### config.mk
export PLATFORM = sky130hd
export DESIGN_NAME = atomik_uart_tx_streamer
export DESIGN_NICKNAME = d
export VERILOG_FILES = /design/src/rtl/atomik_uart_tx_streamer.sv
export SDC_FILE = /design/constraint.sdc
export NUM_CORES = 1
export LEC_CHECK = 0
export BUFFER_PORTS_ARGS = -buffer_cell sky130_fd_sc_hd__buf_2
export CORE_MARGIN = 1
export CORE_UTILIZATION = 45
export CTS_CLUSTER_DIAMETER = 150
export DETAILED_ROUTE_END_ITERATION = 12
export PLACE_DENSITY = 0.71
export SYNTH_ARGS = -nofsm -noshare
export SYNTH_HDL_FRONTEND = slang
export SYNTH_SLANG_ARGS = --single-unit
### constraint.sdc
create_clock -name clk -period 1.8 [get_ports clk]
set_input_delay 0.36 -clock clk [delete_from_list [all_inputs] [get_ports clk]]
set_output_delay 0.36 -clock clk [all_outputs]
set_load 0.02 [all_outputs]
### src/rtl/atomik_uart_tx_streamer.sv
`default_nettype none
// +--------------------------------------------------------------------------+
// | Module      : atomik_uart_tx_streamer                                    |
// | Description : Buffers 32-bit result words in a small FIFO and streams    |
// |               them MSB byte first over an 8N1 UART line.                 |
// | Option      : ATOMIK_TX_CHECKSUM_EN appends an XOR checksum byte per     |
// |               word.                                                      |
// | Revision    : 1.0 - initial release                                      |
// +--------------------------------------------------------------------------+
module atomik_uart_tx_streamer #(
  parameter int CLK_FREQ   = 27000000,
  parameter int BAUD_RATE  = 115200,
  parameter int FIFO_DEPTH = 4
) (
  input  logic        clk,
  input  logic        rst_n,
  input  logic [31:0] data_in,
  input  logic        data_valid,
  output logic        data_ready,
  output logic        uart_tx,
  output logic        tx_busy,
  output logic        overflow
);

  localparam int DIV   = CLK_FREQ / BAUD_RATE;
  localparam int CNT_W = (DIV > 1) ? $clog2(DIV) : 1;
  localparam int PTR_W = (FIFO_DEPTH > 1) ? $clog2(FIFO_DEPTH) : 1;
  localparam int LVL_W = PTR_W + 1;
`ifdef ATOMIK_TX_CHECKSUM_EN
  localparam int NBYTES = 5;
`else
  localparam int NBYTES = 4;
`endif
  localparam int SH_W = 8 * NBYTES;

  localparam logic [CNT_W-1:0] DIV_LAST  = CNT_W'(DIV - 1);
  localparam logic [2:0]       LAST_BYTE = 3'(NBYTES - 1);
  localparam logic [LVL_W-1:0] DEPTH_LVL = LVL_W'(FIFO_DEPTH);

  typedef enum logic [1:0] {
    IDLE  = 2'd0,
    START = 2'd1,
    DATA  = 2'd2,
    STOP  = 2'd3
  } state_t;

  // FIFO storage and bookkeeping
  logic [31:0]      mem [FIFO_DEPTH];
  logic [PTR_W-1:0] wr_ptr;
  logic [PTR_W-1:0] rd_ptr;
  logic [LVL_W-1:0] level;
  logic [LVL_W-1:0] level_next;
  logic             fifo_empty;
  logic             push;
  logic             pop;

  // Serializer state
  state_t           state;
  logic [CNT_W-1:0] cnt;
  logic [2:0]       bit_idx;
  logic [2:0]       byte_idx;
  logic [SH_W-1:0]  shreg;
  logic [SH_W-1:0]  frame_word;
  logic [7:0]       cur_byte;
  logic             cnt_done;
  logic             last_byte;

  assign fifo_empty = (level == '0);
  // data_ready mirrors ~full from the register, so a push never lands on a full FIFO
  assign push       = data_valid & data_ready;
  assign cnt_done   = (cnt == DIV_LAST);
  assign last_byte  = (byte_idx == LAST_BYTE);
  assign cur_byte   = shreg[SH_W-1 -: 8];

  // Pop the head word when idle, or straight out of the final stop bit so frames stay back-to-back
  always_comb begin
    pop = 1'b0;
    if (!fifo_empty) begin
      if (state == IDLE) begin
        pop = 1'b1;
      end else if ((state == STOP) && cnt_done && last_byte) begin
        pop = 1'b1;
      end
    end
  end

  // Occupancy after this edge; simultaneous push and pop cancel out
  always_comb begin
    level_next = level;
    if (push && !pop) begin
      level_next = level + 1'b1;
    end else if (!push && pop) begin
      level_next = level - 1'b1;
    end
  end

  // Word to load into the shifter: the head word, optionally followed by its XOR checksum
  always_comb begin
`ifdef ATOMIK_TX_CHECKSUM_EN
    frame_word = {mem[rd_ptr],
                  mem[rd_ptr][31:24] ^ mem[rd_ptr][23:16] ^
                  mem[rd_ptr][15:8]  ^ mem[rd_ptr][7:0]};
`else
    frame_word = mem[rd_ptr];
`endif
  end

  // FIFO data array, written without reset so it can map onto plain storage
  always_ff @(posedge clk) begin
    if (push) begin
      mem[wr_ptr] <= data_in;
    end
  end

  // FIFO pointers, level, registered ready and sticky overflow flag
  always_ff @(posedge clk) begin
    if (!rst_n) begin
      wr_ptr     <= '0;
      rd_ptr     <= '0;
      level      <= '0;
      data_ready <= 1'b0;
      overflow   <= 1'b0;
    end else begin
      if (push) begin
        wr_ptr <= wr_ptr + 1'b1;
      end
      if (pop) begin
        rd_ptr <= rd_ptr + 1'b1;
      end
      level      <= level_next;
      data_ready <= (level_next != DEPTH_LVL);
      if (data_valid && !data_ready) begin
        overflow <= 1'b1;
      end
    end
  end

  // Frame sequencer; uart_tx is registered from the current state, trailing it by one cycle
  always_ff @(posedge clk) begin
    if (!rst_n) begin
      state    <= IDLE;
      cnt      <= '0;
      bit_idx  <= '0;
      byte_idx <= '0;
      shreg    <= '0;
      uart_tx  <= 1'b1;
      tx_busy  <= 1'b0;
    end else begin
      case (state)
        START:   uart_tx <= 1'b0;
        DATA:    uart_tx <= cur_byte[bit_idx];
        default: uart_tx <= 1'b1;
      endcase

      tx_busy <= !fifo_empty || (state != IDLE);

      case (state)
        IDLE: begin
          if (pop) begin
            shreg    <= frame_word;
            byte_idx <= '0;
            cnt      <= '0;
            state    <= START;
          end
        end
        START: begin
          if (cnt_done) begin
            cnt     <= '0;
            bit_idx <= '0;
            state   <= DATA;
          end else begin
            cnt <= cnt + 1'b1;
          end
        end
        DATA: begin
          if (cnt_done) begin
            cnt <= '0;
            if (bit_idx == 3'd7) begin
              state <= STOP;
            end else begin
              bit_idx <= bit_idx + 3'd1;
            end
          end else begin
            cnt <= cnt + 1'b1;
          end
        end
        STOP: begin
          if (cnt_done) begin
            cnt <= '0;
            if (!last_byte) begin
              shreg    <= {shreg[SH_W-9:0], 8'h00};
              byte_idx <= byte_idx + 3'd1;
              state    <= START;
            end else if (pop) begin
              shreg    <= frame_word;
              byte_idx <= '0;
              state    <= START;
            end else begin
              state <= IDLE;
            end
          end else begin
            cnt <= cnt + 1'b1;
          end
        end
        default: state <= IDLE;
      endcase
    end
  end

endmodule
`default_nettype wire
==> results of run 1 <==
placed cells by master, fill, tap and decap left out, types with 11 or more instances in the layout:
master     count
dfxtp_1       53
mux4_2        34
a21oi_1       14
o22ai_1       13
nand2_1       21
buf_4         22
nor2_1        55
o21ai_0       32
edfxtp_1     128
ha_1          11
buf_2         38
o22ai_2       12
clkbuf_16     17
power groups by stage:
stage,sequential (mW),clock (mW),combinational (mW)
6_report,5.69,3.59,4.61
5_1_grt,5.75,3.82,5.01
4_1_cts,5.66,3.67,4.29
3_5_place_dp,5.74,0,4.18
3_3_place_gp,5.70,0,4.04
2_1_floorplan,5.69,0,3.05
cell families after synthesis:
family                   Yosys count
AO/OA/AOI/OAI                     92
XOR/XNOR                           6
adder cells (fa/ha/maj)           16
buffers and inverters             35
flip-flops                       189
multiplexers                      45
AND/OR/NAND/NOR                  115
layer usage:
layer	track usage [%]	up-vias	part of all wire, %
li1	-	2048	-
met1	21.7	2196	43
met2	29.2	115	52
met3	4.19	15	3.7
met4	6.07	0	1.6
met5	0	-	0
synth_stat cells (all sizes together), types with 3 or more instances:
cell type    n  area share [%]
a21oi       15             1.0
a31oi        5            0.81
and2         3            0.26
and3         6            0.51
buf         12             1.2
clkbuf      12            0.59
dfxtp       61              16
edfxtp     128              51
ha          16             2.6
inv         11            0.55
mux2         5            0.84
mux2i        6            0.79
mux4        34              10
nand2       26             1.4
nand2b       3            0.25
nand3        6            0.40
nor2        57             2.9
nor2b        4            0.33
nor3b        3            0.45
o21ai       34             2.2
o22ai       26             2.7
xnor2        4            0.46
stage by stage:
step                TNS, ns  power (mW)  cell area [um2]
floorplan           -0.0784        8.75             7600
global placement          0        9.74             8290
detailed placement   -0.459        9.92             8290
CTS                 -0.0427        13.6             8900
global route         -0.240        14.6             9030
finish              -0.0150        13.9             9030
state kept, by name, summed over array words and instances (netlist names), 2 cells and up, named ones only:
register  flops
cnt           8
byte_idx      3
rd_ptr        2
shreg        32
level         3
bit_idx       3
mem         128
wr_ptr        2
state         2
final timing paths:
| path | from | end | slack (ns) | cells past startpoint |
|---|---|---|---|---|
| min | data_in[12] | mem[1][12] | 0.15 | 1 |
| max reg2reg | cnt[1] | data_ready | -0.02 | 9 |
| min reg2reg | byte_idx[2] | byte_idx[2] | 0.46 | 2 |
| max | cnt[1] | data_ready | -0.02 | 9 |
critical path, stage by stage (launching register included):
cell and delay, ns:
dfxtp_2 0.32, inv_2 0.06, ha_4 0.12, and4_4 0.24, a31oi_4 0.11, nor2_4 0.18, buf_6 0.11, mux2_4 0.30
a31oi_4 0.17, o21bai_1 0.13
layout make-up:
class,count,area share (%)
Clock buffer,19,4.80
Clock inverter,13,1.55
Inverter,11,0.457
Multi-Input combinational cell,275,27.6
Sequential cell,189,56.2
Tap cell,220,3.05
Timing Repair Buffer,72,6.31
repair_timing:
item                       in CTS  in global routing
buffers inserted                1                  1
cloned                          0                  1
resized for setup               5                 30
pin swaps                       3                  8
setup endpoints to repair      27                 41
==> results.yml, run 1 <==
clocking:
  ctsHoldBuffers: 0
  cts_tree: "done"
  clock_latency_ns: 0.42
  cts_made_buffers: 17
  clockBufferDepth: 2
  path_clk_slew_ns: 0.06
  htree_levels: 4
  root_buffer: "clkbuf_16"
  clkSinkCount: 189
power:
  ir_worst_vdd_mv: 0.791
  switching_power_mw: 4.29
  power.share.clock_pct: 25.8
  pwr-share-seq_pct: 40.9
  swShare_pct: 30.9
  internal_power_mw: 9.60
  powerDensity_nw_per_um2: 1540
  pwr-share-comb_pct: 33.2
  p_leak_nw: 3.13
sta:
  worst_pin_slew_ns: 0.512
  setup_slack_ns: -0.0150
  finalHoldViolCount: 0
  relSlewSlack_pct: 65.8
  fin_worst_skew_ns: 0.00619
  setup_violations: 1
  period_needed_ns: 1.82
  holdWs_ns: 0.153
  rsz0062_at_grt: "yes"
  slew_viol_final: 0
  finalCritPeriodShare_pct: 101
  fmax_ghz: 0.551
synthesis:
  synthAdderAreaFrac_pct: 2.64
  yosysWarningCount: 0
  synth_fp_nets: 549
  synth_edf_count: 128
  synth_top_flop_cell: "edfxtp_1"
  synthCells: 498
  yosysSeqAreaShare_pct: 66.9
  async_reset_ff_share_pct: 0
  netlist_area_um2: 7570
  synth_mux_area_share_pct: 11.7
  yosys.area_share.xor_xnor_pct: 0.694
  yosys.area_share.simple_pct: 7.30
  synth-compound-area-share_pct: 8.44
  ys_ff_latch: 189
  ys_types: 53
  syn_avg_cell_area_um2: 15.2
  synth_top_family_by_area: "multiplexers"
global_routing:
  grt_max_degree: 33
  grt.total_usage_pct: 17.3
  grt_pass1_wl_um: 22800
  grt_pass1_vias: 4370
  globalRouteOverflowTotal: 0
  antenna_found_initial: 0
route:
  ant_nets: 0
  drt-initial-drc-count: 207
  routed_wirelength_um: 14300
  wl_per_cell_um: 17.9
  drt_first_pass_iters: 5
  via_count: 4374
  drc: 0
  via_per_inst: 5.47
layout:
  post-route-util_pct: 54.6
  drive_above_1_share_pct: 33.3
  area_growth_pct: 19.2
  fillers: 1272
  fin_cells: 799
  multiInputGateArea_um2: 2490
  register_area_um2: 5080
  fin_nets: 617
  antennaDiodeCount: 0
status:
  status: "complete, but fails checks"
  violations: "setup timing"
floorplan:
  core-area_um2: 16500
  die_h_um: 132
  die_w_um: 132
  start_util_pct: 45.8
  dieArea_um2: 17400
  num_rows: 47
  io_pins: 39
job:
  drv_cap: 0
min_path:
  min_path_type: "primary input to flop"
placed_design:
  post-dp-hpwl_um: 8860
  pre_cts_ws_ns: -0.0849
  gp_congestion: 0.790
  placed_cells: 765
  port_buffers: 38
worst_setup_path:
  worstSetupStartpointType: "flop"
  critical_path_arrival_ns: 2.16
  cp_data_required_time_ns: 2.14
  crit_fanout: 4
  critPathCaptureType: "flop"
  path_class: "flop to flop"
Note: power is estimated with default switching activity, not from simulation.
==> inputs of run 2 (changes only) <==
--- a/config.mk
+++ b/config.mk
@@ -6,7 +6,7 @@
 export NUM_CORES = 1
 export LEC_CHECK = 0
 export BUFFER_PORTS_ARGS = -buffer_cell sky130_fd_sc_hd__buf_2
-export CORE_MARGIN = 1
+export CORE_MARGIN = 10
 export CORE_UTILIZATION = 45
 export CTS_CLUSTER_DIAMETER = 150
 export DETAILED_ROUTE_END_ITERATION = 12
==> run 2 against run 1 <==
  * The run still ends with setup timing left
  * Highest routed layer unchanged
  * Sequential share of layout area decreased by 0.33 points
  * Critical path type unchanged
  * Register-to-register slack about the same
  * Cell area up 0.62%
  * Largest cell class unchanged
==> results.yml, run 2 (synthesized netlist as in run 1, its figures left out) <==
placed_design:
  placed_cells: 765
  post-dp-hpwl_um: 9100
  port_buffers: 38
  postPlaceCellArea_um2: 8280
  gp_congestion: 0.788
  pre_cts_ws_ns: -0.0553
route:
  ant_nets: 0
  via_count: 4379
  via_per_inst: 5.47
  wl_per_cell_um: 18.3
  drt_first_pass_iters: 4
  drc: 0
  drt-initial-drc-count: 327
  routed_wirelength_um: 14600
floorplan:
  core-area_um2: 16500
  io_pins: 39
  die_w_um: 150
  die_h_um: 150
  start_util_pct: 45.8
  dieArea_um2: 22400
  num_rows: 47
worst_setup_path:
  r2r-end: "shreg[15]"
  cp_data_required_time_ns: 2.11
  cp_slowest_cell: "dfxtp_2"
  timing.rr.start: "cnt[1]"
  rr_worst_depth: 8
  slowest_delay_ns: 0.32
  regToRegSetupSlack_ns: -0.008
  path_cells: "inv_2, ha_4, and4_4, and2_2, nand3_1, buf_12, o21ai_0, nor2_1"
  path_class: "flop to flop"
  worstSetupStartpointType: "flop"
  critPathCaptureType: "flop"
  crit_fanout: 28
  critical_path_arrival_ns: 2.11
sta:
  finalSetupTns_ns: -0.0128
  fmax_ghz: 0.553
  setup_violations: 3
  setup_slack_ns: -0.00771
  relSlewSlack_pct: 67.1
  holdWs_ns: 0.146
  slew_viol_final: 0
  rsz0062_at_grt: "yes"
  fin_worst_skew_ns: 0.00562
  finalCritPeriodShare_pct: 100
  finalHoldViolCount: 0
  period_needed_ns: 1.81
  worst_pin_slew_ns: 0.492
global_routing:
  grt.total_usage_pct: 13.6
  antenna_found_initial: 0
  grt_pass1_wl_um: 23600
  grt_max_degree: 33
  globalRouteOverflowTotal: 0
  grt_pass1_vias: 4640
layout:
  final_cell_mix: "edfxtp_1 (128), nor2_1 (55), dfxtp_1 (52), buf_2 (38), mux4_2 (34)"
  area_growth_pct: 19.9
  largest_reg_flops: 128
  fillers: 1291
  fin_nets: 619
  register_area_um2: 5080
  drive_above_1_share_pct: 33.2
  antennaDiodeCount: 0
  fin_cells: 801
  multiInputGateArea_um2: 2440
  regMostFlops: "mem"
  layout_commonest_cell: "edfxtp_1"
  design_area_um2: 9080
  reg_top3: "mem: 128 flops, shreg: 32 flops, cnt: 8 flops"
  post-route-util_pct: 55.0
clocking:
  root_buffer: "clkbuf_16"
  clkSinkCount: 189
  cts_made_buffers: 17
  path_clk_slew_ns: 0.07
  cts_tree: "done"
  clockBufferDepth: 2
  clock_latency_ns: 0.43
  htree_levels: 4
job:
  drv_cap: 0
power:
  ir_worst_vdd_mv: 0.850
  p_leak_nw: 3.18
  total_power_mw: 14.2
  powerDensity_nw_per_um2: 1560
min_path:
  min_from: "data_in[7]"
  holdPathStages: 1
  min_path_type: "primary input to flop"
  whs_endpoint: "mem[2][7]"
status:
  violations: "setup timing"
  status: "complete, but fails checks"
[run 2: worst max-delay path by stage]
stage | start | endpoint | slack, ns | depth (start not counted)
2_1_floorplan | state[1] | data_ready | -0.08 | 8
3_3_place_gp | cnt[1] | data_ready | 0.002 | 8
3_5_place_dp | cnt[1] | data_ready | -0.06 | 8
4_1_cts | cnt[1] | data_ready | -0.03 | 8
5_1_grt | cnt[1] | level[2] | -0.07 | 9
6_report | cnt[1] | shreg[15] | -0.008 | 8
[run 2: area by class of cell]
type	count	share of cell area [%]
Sequential cell	189	55.9
Multi-Input combinational cell	274	26.9
Timing Repair Buffer	75	6.38
Clock buffer	20	5.03
Tap cell	220	3.03
Clock inverter	12	2.29
Inverter	11	0.455
[run 2: what timing repair did]
item                       CTS  global route
hold buffers                 0             0
setup buffers                0             4
gates resized for setup      6            24
setup endpoints to repair   28            36
pin swaps                    3             7
[run 2: worst max-delay path, delay by kind of cell (launching register included)]
family	cells	cell delay, ns
AND/OR/NAND/NOR	4	0.68
buffers and inverters	2	0.26
AO/OA/AOI/OAI	1	0.30
adder cells (fa/ha/maj)	1	0.12
flip-flops	1	0.32
[run 2: per-layer routing]
layer	up-vias	GRT usage (%)	part of all wire (%)
li1	2042	-	-
met1	2230	15.9	43
met2	87	22.8	52
met3	20	3.56	3.8
met4	0	6.61	1.8
met5	-	0	0
[run 2: where the power goes]
group | internal [mW] | switching [mW] | total, mW
sequential | 5.34 | 0.335 | 5.67
combinational | 2.08 | 2.27 | 4.35
clock | 2.55 | 1.57 | 4.13
==> inputs of run 3 (changes only) <==
--- a/config.mk
+++ b/config.mk
@@ -10,7 +10,9 @@
 export CORE_UTILIZATION = 45
 export CTS_CLUSTER_DIAMETER = 150
 export DETAILED_ROUTE_END_ITERATION = 12
+export GPL_ROUTABILITY_DRIVEN = 0
 export PLACE_DENSITY = 0.71
+export RECOVER_POWER = 50
 export SYNTH_ARGS = -nofsm -noshare
 export SYNTH_HDL_FRONTEND = slang
 export SYNTH_SLANG_ARGS = --single-unit
==> run 3 against run 2 <==
  * The run still ends with setup timing left
  * Clock skew grew 0.0024 ns
  * Via count is essentially flat
  * Critical path depth is the same
  * Fmax shrank 0.47%
  * Flip-flop and latch count is the same
  * Sequential power is essentially flat
  * Routed wire length is essentially flat
  * Die area is the same
  * Global-route usage is the same
  * Hold slack gained 0.043 ns
  * Critical endpoint unchanged
  * Largest power group unchanged
  * Highest routed layer unchanged
==> results.yml, run 3 (synthesized netlist as in run 1, its figures left out) <==
status:
  status: "complete, but fails checks"
  violations: "setup timing"
sta:
  fmax_ghz: 0.551
  finalSetupTns_ns: -0.0252
  relSlewSlack_pct: 61.4
  rsz0062_at_grt: "yes"
  fin_worst_skew_ns: 0.00799
  slew_viol_final: 0
  worst_pin_slew_ns: 0.579
  finalCritPeriodShare_pct: 101
  finalHoldViolCount: 0
  setup_violations: 3
  setup_slack_ns: -0.0162
  period_needed_ns: 1.82
global_routing:
  grt_pass1_wl_um: 23600
  grt_pass1_vias: 4640
  globalRouteOverflowTotal: 0
  grt_max_degree: 33
  grt.total_usage_pct: 13.6
  antenna_found_initial: 0
route:
  routed_wirelength_um: 14600
  drt-initial-drc-count: 359
  drc: 0
  wirelength_met1_um: 6170
  drt_first_pass_iters: 4
  via_count: 4375
  wl_met2_um: 7560
  wl_per_cell_um: 18.3
  wl_met3_um: 570
  via_per_inst: 5.46
  highest_layer: "met4"
  ant_nets: 0
clocking:
  cts_tree: "done"
  ctsHoldBuffers: 0
  clockBufferDepth: 2
  root_buffer: "clkbuf_16"
  htree_levels: 4
  clkSinkCount: 189
  clock_latency_ns: 0.43
  cts_made_buffers: 17
  path_clk_slew_ns: 0.07
power:
  pwr-share-seq_pct: 40.2
  ir_worst_vdd_mv: 0.844
  swShare_pct: 29.6
  pwr-share-comb_pct: 30.6
  internal_power_mw: 9.94
  switching_power_mw: 4.18
  power.share.clock_pct: 29.2
  powerDensity_nw_per_um2: 1570
  p_leak_nw: 3.08
worst_setup_path:
  critical_path_arrival_ns: 2.12
  worstSetupStartpointType: "flop"
  critPathCaptureType: "flop"
  cp_data_required_time_ns: 2.10
  path_class: "flop to flop"
  crit_fanout: 28
layout:
  post-route-util_pct: 54.5
  area_growth_pct: 19.0
  fin_nets: 619
  reg_top3: "mem: 128 flops, shreg: 32 flops, cnt: 8 flops"
  fin_cells: 801
  drive_above_1_share_pct: 27.0
  layout_commonest_cell: "edfxtp_1"
  regMostFlops: "mem"
  final_cell_mix: "edfxtp_1 (128), nor2_1 (55), dfxtp_1 (52), clkbuf_1 (37), mux4_2 (34)"
  largest_reg_flops: 128
  design_area_um2: 9010
  antennaDiodeCount: 0
placed_design:
  post-dp-hpwl_um: 9100
  placed_cells: 765
  postPlaceCellArea_um2: 8280
  port_buffers: 38
floorplan:
  num_rows: 47
  io_pins: 39
  core-area_um2: 16500
  die_h_um: 150
  die_w_um: 150
  start_util_pct: 45.8
  dieArea_um2: 22400
min_path:
  min_path_type: "primary input to flop"
job:
  drv_cap: 0
## run 3: cell count changes in the layout (fill, tap and decap cells not counted)
cell | previous run | this run
and2_0 | 0 | 1
buf_12 | 8 | 6
and2_1 | 2 | 1
clkbuf_4 | 0 | 2
clkbuf_1 | 1 | 37
buf_4 | 26 | 25
buf_2 | 38 | 3
## run 3: critical path, cell delays in order, from the launching register on
cell	delay, ns
dfxtp_2	0.32
inv_2	0.07
ha_4	0.12
and4_4	0.25
and2_2	0.20
nand3_1	0.14
buf_12	0.19
o21ai_0	0.31
nor2_1	0.09
## run 3: power by group through the flow
stage | Clock [mW] | Sequential, mW | Combinational (mW)
after floorplan | 0 | 5.69 | 3.05
after global placement | 0 | 5.70 | 4.03
after detailed placement | 0 | 5.74 | 4.16
after CTS | 4.20 | 5.65 | 4.28
after global routing | 4.38 | 5.73 | 4.70
final | 4.12 | 5.68 | 4.32
## run 3: final timing paths
path               startpoint           to  slack (ns)  cells past startpoint
setup / recovery       cnt[1]    shreg[15]       -0.02                      8
hold / removal     data_in[7]    mem[2][7]        0.19                      1
setup reg to reg       cnt[1]    shreg[15]       -0.02                      8
hold reg to reg   byte_idx[2]  byte_idx[2]        0.46                      2
## run 3: routing by layer
layer	vias to the layer above	track usage (%)
met1	2229	15.9
li1	2039	-
met4	0	6.61
met2	80	22.8
met3	27	3.56
met5	-	0
## run 3: what timing repair did
action	in CTS	in global routing
setup buffers	0	4
gates resized for setup	6	24
pin swaps	3	7
setup endpoints to repair	28	36
## run 3: layout make-up
cell class,instances,area (um2)
clock buffers,20,457
clock inverters,12,208
fillers,1304,7510
inverters,11,41.3
multi-input cells,274,2440
flip-flops and latches,189,5080
well taps,220,275
repair buffers,75,507
## run 3: per-stage QoR
step	hold slack (ns)	setup WS [ns]	total power, mW
2_1_floorplan	0.419	-0.0784	8.75
3_3_place_gp	0.432	0.00250	9.73
3_5_place_dp	0.445	-0.0553	9.90
4_1_cts	0.128	-0.0252	14.1
5_1_grt	0.186	-0.0655	14.8
6_report	0.189	-0.0162	14.1
